==> src/rtl/filter_result_buffer.sv <==
// filter_result_buffer
//   Output stage of the filter datapath. Filtered result words are captured in
//   a small circular FIFO and offered to the PCIe transmit path over a
//   valid/ready handshake. A per-frame word count drives a RUN/DRAIN sequence
//   and a one-cycle frame_done pulse once the final word has left the buffer.
//
// Ports
//   clk        : system clock, rising-edge state updates
//   n_rst      : asynchronous active-low reset
//   start      : one-cycle frame start, honoured only in IDLE
//   frame_len  : words in the frame, sampled with an accepted start
//   in_valid   : result word present on in_data
//   in_data    : result word from the filter
//   in_ready   : buffer accepts in_data this cycle
//   out_valid  : out_data holds a valid word
//   out_data   : FIFO head word (0 when empty)
//   out_ready  : downstream accepts out_data this cycle
//   count      : FIFO occupancy
//   busy       : frame in progress (RUN or DRAIN)
//   frame_done : one-cycle pulse at end of frame
//   err        : sticky protocol error, cleared by an accepted start or reset
module filter_result_buffer #(
  parameter int unsigned DATA_WIDTH = 32,
  parameter int unsigned DEPTH      = 8,
  parameter int unsigned LEN_WIDTH  = 16
) (
  input  logic                       clk,
  input  logic                       n_rst,
  input  logic                       start,
  input  logic [LEN_WIDTH-1:0]       frame_len,
  input  logic                       in_valid,
  input  logic [DATA_WIDTH-1:0]      in_data,
  output logic                       in_ready,
  output logic                       out_valid,
  output logic [DATA_WIDTH-1:0]      out_data,
  input  logic                       out_ready,
  output logic [$clog2(DEPTH):0]     count,
  output logic                       busy,
  output logic                       frame_done,
  output logic                       err
);

  localparam int unsigned PTR_W = $clog2(DEPTH);
  localparam int unsigned CNT_W = PTR_W + 1;

  typedef enum logic [1:0] {
    IDLE  = 2'd0,
    RUN   = 2'd1,
    DRAIN = 2'd2
  } state_e;

  state_e                 state_q,      state_d;
  logic [PTR_W-1:0]       wr_ptr_q,     wr_ptr_d;
  logic [PTR_W-1:0]       rd_ptr_q,     rd_ptr_d;
  logic [CNT_W-1:0]       count_q,      count_d;
  logic [LEN_WIDTH-1:0]   in_left_q,    in_left_d;
  logic [LEN_WIDTH-1:0]   out_left_q,   out_left_d;
  logic                   frame_done_q, frame_done_d;
  logic                   err_q,        err_d;

  logic [DATA_WIDTH-1:0]  mem_q [DEPTH];

  logic push;
  logic pop;
  logic start_ok;
  logic err_set;

  // Handshake qualifiers are derived only from registered state, so there is
  // no combinational path from in_data/in_valid to any output.
  assign in_ready  = (state_q == RUN) && (count_q != CNT_W'(DEPTH)) && (in_left_q != '0);
  assign out_valid = (count_q != '0);
  assign out_data  = out_valid ? mem_q[rd_ptr_q] : '0;
  assign busy      = (state_q != IDLE);
  assign count     = count_q;
  assign frame_done = frame_done_q;
  assign err       = err_q;

  assign push     = in_valid && in_ready;
  assign pop      = out_valid && out_ready;
  assign start_ok = start && (state_q == IDLE);

  // out_left==0 with an empty FIFO while busy means the consumer is asking
  // for words that the frame will never deliver.
  assign err_set = (in_valid && ((state_q == IDLE) || (state_q == DRAIN)))
                || (out_ready && (out_left_q == '0) && (count_q == '0) && (state_q != IDLE));

  always_comb begin
    state_d      = state_q;
    wr_ptr_d     = wr_ptr_q;
    rd_ptr_d     = rd_ptr_q;
    count_d      = count_q;
    in_left_d    = in_left_q;
    out_left_d   = out_left_q;
    frame_done_d = 1'b0;

    if (push) wr_ptr_d = wr_ptr_q + PTR_W'(1);
    if (pop)  rd_ptr_d = rd_ptr_q + PTR_W'(1);

    case ({push, pop})
      2'b10:   count_d = count_q + CNT_W'(1);
      2'b01:   count_d = count_q - CNT_W'(1);
      default: count_d = count_q;
    endcase

    if (push && (in_left_q != '0))  in_left_d  = in_left_q  - LEN_WIDTH'(1);
    if (pop  && (out_left_q != '0)) out_left_d = out_left_q - LEN_WIDTH'(1);

    case (state_q)
      IDLE: begin
        if (start) begin
          if (frame_len != '0) begin
            in_left_d  = frame_len;
            out_left_d = frame_len;
            state_d    = RUN;
          end else begin
            frame_done_d = 1'b1;
          end
        end
      end
      RUN: begin
        if (push && (in_left_q == LEN_WIDTH'(1))) state_d = DRAIN;
      end
      DRAIN: begin
        if (pop && (out_left_q == LEN_WIDTH'(1))) begin
          state_d      = IDLE;
          frame_done_d = 1'b1;
        end
      end
      default: state_d = IDLE;
    endcase

    if (start_ok) err_d = 1'b0;
    else          err_d = err_q | err_set;
  end

  always_ff @(posedge clk or negedge n_rst) begin
    if (!n_rst) begin
      state_q      <= IDLE;
      wr_ptr_q     <= '0;
      rd_ptr_q     <= '0;
      count_q      <= '0;
      in_left_q    <= '0;
      out_left_q   <= '0;
      frame_done_q <= 1'b0;
      err_q        <= 1'b0;
    end else begin
      state_q      <= state_d;
      wr_ptr_q     <= wr_ptr_d;
      rd_ptr_q     <= rd_ptr_d;
      count_q      <= count_d;
      in_left_q    <= in_left_d;
      out_left_q   <= out_left_d;
      frame_done_q <= frame_done_d;
      err_q        <= err_d;
    end
  end

  // Storage is not reset; out_data is masked to 0 whenever the FIFO is empty.
  always_ff @(posedge clk) begin
    if (push) mem_q[wr_ptr_q] <= in_data;
  end

endmodule

==> config.mk <==
export PLATFORM = sky130hd
export DESIGN_NAME = filter_result_buffer
export DESIGN_NICKNAME = d
export VERILOG_FILES = /design/src/rtl/filter_result_buffer.sv
export SDC_FILE = /design/constraint.sdc
export NUM_CORES = 1
export LEC_CHECK = 0
export ABC_AREA = 0
export BUFFER_PORTS_ARGS = -buffer_cell sky130_fd_sc_hd__buf_2
export CAP_MARGIN = 0
export CORE_ASPECT_RATIO = 1.1
export CORE_MARGIN = 1.5
export CORE_UTILIZATION = 64
export DETAILED_ROUTE_END_ITERATION = 10
export HOLD_SLACK_MARGIN = 0.15
export PLACE_DENSITY = 0.84
export REMOVE_ABC_BUFFERS = 1
export SYNTH_ARGS = -nofsm -noshare
export SYNTH_HDL_FRONTEND = slang
export SYNTH_SLANG_ARGS = --single-unit
==> constraint.sdc <==
create_clock -name clk -period 15.2 [get_ports clk]
set_input_delay 1.52 -clock clk [delete_from_list [all_inputs] [get_ports clk]]
set_output_delay 1.52 -clock clk [all_outputs]
set_load 0.1 [all_outputs]
Word-level counts from Yosys, hierarchy flattened
Memories as Yosys holds them, arrays and structs flattened.
Index checks and enable logic that the tools add are counted.
{"block": "op_classes", "eq_ne": 11, "reduce_logical": 25, "mux": 22, "n_bitwise": 1, "addsub": 6}
{"op": "$mux 16", "count": 8}
{"op": "$reduce_bool 16->1", "count": 3}
{"op": "$eq 16x1->1 const B", "count": 2}
{"op": "$mux 32", "count": 1}
{"op": "$sub 16x1->16 const B", "count": 2}
{"op": "$logic_not 16->1", "count": 1}
{"op": "$logic_and 1x1->1", "count": 13}
{"op": "$mux 2", "count": 4}
{"op": "$pmux 4 s2", "count": 1}
{"op": "$add 3x1->3 const B", "count": 2}
{"op": "$mux 1", "count": 6}
{"op": "$ne 2x1->1 const B", "count": 3}
{"op": "$pmux 2 s3", "count": 1}
{"op": "$add 4x1->4 const B", "count": 1}
{"op": "$eq 2x1->1 const B", "count": 2}
{"op": "$eq 2x2->1 const B", "count": 2}
{"op": "$logic_not 4->1", "count": 1}
{"op": "$ne 4x4->1 const B", "count": 1}
{"op": "$reduce_and 4->1", "count": 1}
{"op": "$reduce_bool 2->1", "count": 2}
{"op": "$reduce_bool 4->1", "count": 1}
{"op": "$sub 4x1->4 const B", "count": 1}
{"op": "$logic_not 2->1", "count": 1}
{"op": "$logic_or 1x1->1", "count": 2}
{"op": "other kinds (3)", "count": 3}
{"block": "word_totals", "out_inout_bits": 41, "reg_bits": 46, "ram_bits": 256, "memories": 1, "elab_cells": 74}
{"name": "mem_q", "words": 8, "width": 32, "rd": 1, "rd_clocked_by_memory_dff": 0, "wr": 1, "line": "61", "rtl": "logic [DATA_WIDTH-1:0] mem_q [DEPTH];"}

Longest topological paths before layout
{"block": "logic_depth", "word_depth": 9, "ltp_mapped": 15, "mapped_depth_nobuf": 13}

Worst setup path after synthesis
Ideal clock, no wire load.
{"block": "synth_timing", "path_type": "input to register", "from": "in in_valid", "to": "mem mem_q[2][0], enable pin", "path_stages": 6, "setup_slack_ps": 8998, "arrival_ps": 5689, "required_time_ps": 14687, "cell_sequence": "nand3b_1 > nor2_1 > and2_1 > buf_6 > inv_2 > nor4b_1"}
{"block": "synth_via", "elab_chain_cells": 3}
{"element": "start: declaration", "line": "31", "rtl": "input logic in_valid,"}
{"element": "$logic_and 1x1->1", "line": "78", "rtl": "assign push = in_valid && in_ready;"}
{"element": "$mux 1", "line": "160", "rtl": "if (push) mem_q[wr_ptr_q] <= in_data;"}
{"element": "$mux 1 (not written as such)", "line": "160"}
{"element": "end: declaration", "line": "61"}
Every way passes these cells.

Final worst setup path
{"block": "layout_timing", "from": "reg rd_ptr_q[0]", "to": "out out_data[12]"}
{"block": "layout_via", "elab_chain_cells": 2}
{"element": "start: declaration", "line": "54", "rtl": "logic [PTR_W-1:0] rd_ptr_q, rd_ptr_d;"}
{"element": "start signal: assignment", "line": "149", "rtl": "rd_ptr_q <= rd_ptr_d;"}
{"element": "$mem_v2 8x32"}
{"element": "$mux 32", "line": "72", "rtl": "assign out_data = out_valid ? mem_q[rd_ptr_q] : '0;"}
{"element": "end: declaration", "line": "35", "rtl": "output logic [DATA_WIDTH-1:0] out_data,"}
Every way passes these cells.

==> results.json <==
{
  "status": "completed",
  "final.setup.tns_ns": 0,
  "p_comb_share_pct": 1.2,
  "synthMostInstantiatedCell": "edfxtp_1",
  "holdBufCountCts": 0,
  "clock-root-buffer": "clkbuf_16",
  "die_y_um": 149,
  "die_w_um": 136,
  "switching_share_pct": 18.6,
  "synth_edf_count": 256,
  "die_area_sq_um": 20200,
  "ir_drop_mv": 0.109,
  "yosys_most_used_dff": "edfxtp_1",
  "required_ns": 13.68,
  "cts_setup_buffers": 0,
  "synthCells": 707,
  "p_sw_mw": 0.301,
  "antenna_found_initial": 1,
  "drcViolationCount": 0,
  "vias_per_cell": 6.41,
  "wl_um": 26300,
  "io_pins": 94,
  "clkSlewWorstSetupHoldPaths_ns": 0.06,
  "overflow": 0,
  "layout-drive-gt1-share_pct": 28.3,
  "placed_cells": 1026,
  "clockBufferDepth": 3,
  "synth_async_sr_flop_share_pct": 15.2,
  "synth.distinct_cells": 45,
  "synth_area_leaders": "edfxtp_1, mux4_2, dfrtp_1, mux2i_1, nor2_1",
  "grt_pass1_vias": 7337,
  "fp-row-count": 53,
  "numClockSinks": 302,
  "timing.final.crit_share_pct": 31.5,
  "dr.pass1.iters": 4,
  "synth_common_cells": "edfxtp_1, mux4_2, nor2_1, dfrtp_1, a21oi_1",
  "yosys.area.top_type": "edfxtp_1",
  "yosys_register_bits": 302,
  "io_buffers": 93,
  "drt-initial-drc-count": 626,
  "yosysWarnings": 0,
  "stdcell_area_sq_um": 14100,
  "place_congestion": 0.903,
  "max_slew_margin_pct": 21.9,
  "power_frac_seq_pct": 55.4,
  "vias": 6928,
  "intPower_mw": 1.32,
  "cp_max_fo": 36,
  "setup_viol": 0,
  "worstSetupPathType": "reg2out",
  "cts_inserted_buffers": 28,
  "finalPower_mw": 1.62,
  "postSynthAreaPerCell_sq_um": 17.5,
  "p_leak_nw": 4.93,
  "grt_pass1_wl_um": 40800,
  "clock_latency_ns": 0.53,
  "coreArea_sq_um": 19000,
  "grt_setup_unrepaired": "false",
  "skew_ns": 0.0164,
  "p_per_area_nw_per_um2": 115,
  "slew_viol_final": 0,
  "synth.top_cell.area_share_pct": 62.0,
  "tightest_slew_ns": 1.17,
  "final_cells": 1080,
  "postRouteAntennaNets": 0,
  "drv_cap": 0,
  "cts_resized": 0,
  "grt_use_total_pct": 27.2,
  "fin_crit_ns": 4.79,
  "avgRoutedWirePerCell_um": 24.3,
  "cp_data_arrival_time_ns": 3.27,
  "syn2layout_area_growth_pct": 14.1,
  "critPathLaunchType": "register",
  "p_clk_share_pct": 43.3,
  "yosysSeqAreaShare_pct": 71.3,
  "timing.fmax_ghz": 0.209,
  "htree_levels": 1,
  "hold_viol": 0,
  "placed_area_sq_um": 13200,
  "utilization_pct": 74.3,
  "synth.cell_area_sq_um": 12400,
  "hold_path.class": "reg2reg",
  "grt_max_degree": 65,
  "endpoint_kind": "output port",
  "dpl.hpwl_um": 15100,
  "cts_tree": "built",
  "start_util_pct": 65.1,
  "layout.nets": 873
}
## cell usage in the layout (no fill, tap or decap), types with 3 or more instances in the layout
cell type  netlist  layout
a21oi_1         37      37
or3_1            3       3
buf_2            0      93
clkinv_2         0       5
nand3_1         15      15
a31oi_1          5       5
mux2i_1         34      34
edfxtp_1       256     256
xor2_1          19      19
nor2b_1          4       4
mux2_2           3       3
xnor2_1         15      15
clkbuf_1        24       7
inv_1            7       7
nor4_2           2       4
and3_1           3       3
and2_1           3       3
clkbuf_16        0      30
nor3_2           0       3
nand4_1          5       5
or4_1            7       7
dfrtp_1         46      43
nor3_1          11       8
mux4_2          64      64
buf_4            0      12
ha_1            11      11
nor3b_1          6       4
nand2_1         19      19
nor4_1          13      11
clkbuf_8         0       8
nor2_1          63      62
## power by group through the flow
stage / registers, mW / clock network (mW) / logic, mW
finish: 0.898 / 0.702 / 0.0196
global route: 0.898 / 0.741 / 0.0215
CTS: 0.898 / 0.710 / 0.0195
detailed placement: 0.916 / 0 / 0.0193
global placement: 0.916 / 0 / 0.0176
floorplan: 0.916 / 0 / 0.00125
## path summary, 6_finish.rpt
| kind | from | end | slack [ns] | depth (start not counted) |
|---|---|---|---|---|
| max | rd_ptr_q[0] | out_data[12] | 10.41 | 5 |
| min | rd_ptr_q[1] | rd_ptr_q[1] | 0.51 | 2 |
| max reg2reg | in_left_q[0] | count[2] | 11.33 | 13 |
| min reg2reg | rd_ptr_q[1] | rd_ptr_q[1] | 0.51 | 2 |
| max in group asynchronous | n_rst | rd_ptr_q[0] | 13.25 | 1 |
| min in group asynchronous | n_rst | out_left_q[8] | 1.17 | 1 |
## per-layer routing
metal / track usage [%] / up-vias / routed length, um
met5: 0 / - / 0
met1: 35.1 / 3569 / 10000
met3: 3.84 / 48 / 1680
li1: - / 3004 / -
met4: 9.57 / 0 / 681
met2: 47.7 / 307 / 13900
## state kept, by name, summed over array words and instances (netlist names)
register,cells
out_left_q,16
mem_q,256
err,1
count,4
in_left_q,16
rd_ptr_q,3
frame_done,1
wr_ptr_q,3
state_q,2
## metrics by stage
step                hold WS [ns]  setup WS (ns)
finish                     0.509          10.41
global placement           0.483          10.88
CTS                        0.514          10.32
floorplan                  0.478           8.85
global route               0.560          10.17
detailed placement         0.500          10.73
## area by class of cell
| type | count | area, sq um |
|---|---|---|
| multi-input combinational | 363 | 3450 |
| antenna | 2 | 5.00 |
| timing repair buffer | 105 | 556 |
| clock inverter | 7 | 62.6 |
| sequential | 302 | 8840 |
| tap | 247 | 309 |
| fill | 1081 | 4890 |
| clock buffer | 45 | 887 |
| inverter | 9 | 33.8 |
## logic make-up (layout without fill, tap and decap cells)
kind of cell	count (synthesis)	count (layout)	synth area share, %
flops	302	302	71.3
mux	101	101	14.6
compound gates	51	51	2.33
simple gates	166	166	6.89
other cells	0	2	0
fa+ha+maj	11	11	1.11
xor+xnor	34	34	2.40
buf+inv	42	166	1.33
## critical path: stages, from the launching register on
cell and delay [ns]:
dfrtp_4 0.81, buf_4 0.68, mux4_2 0.61, mux2i_1 0.23, nor2_1 0.07, buf_2 0.31
Power figures use the tool's default switching activity.
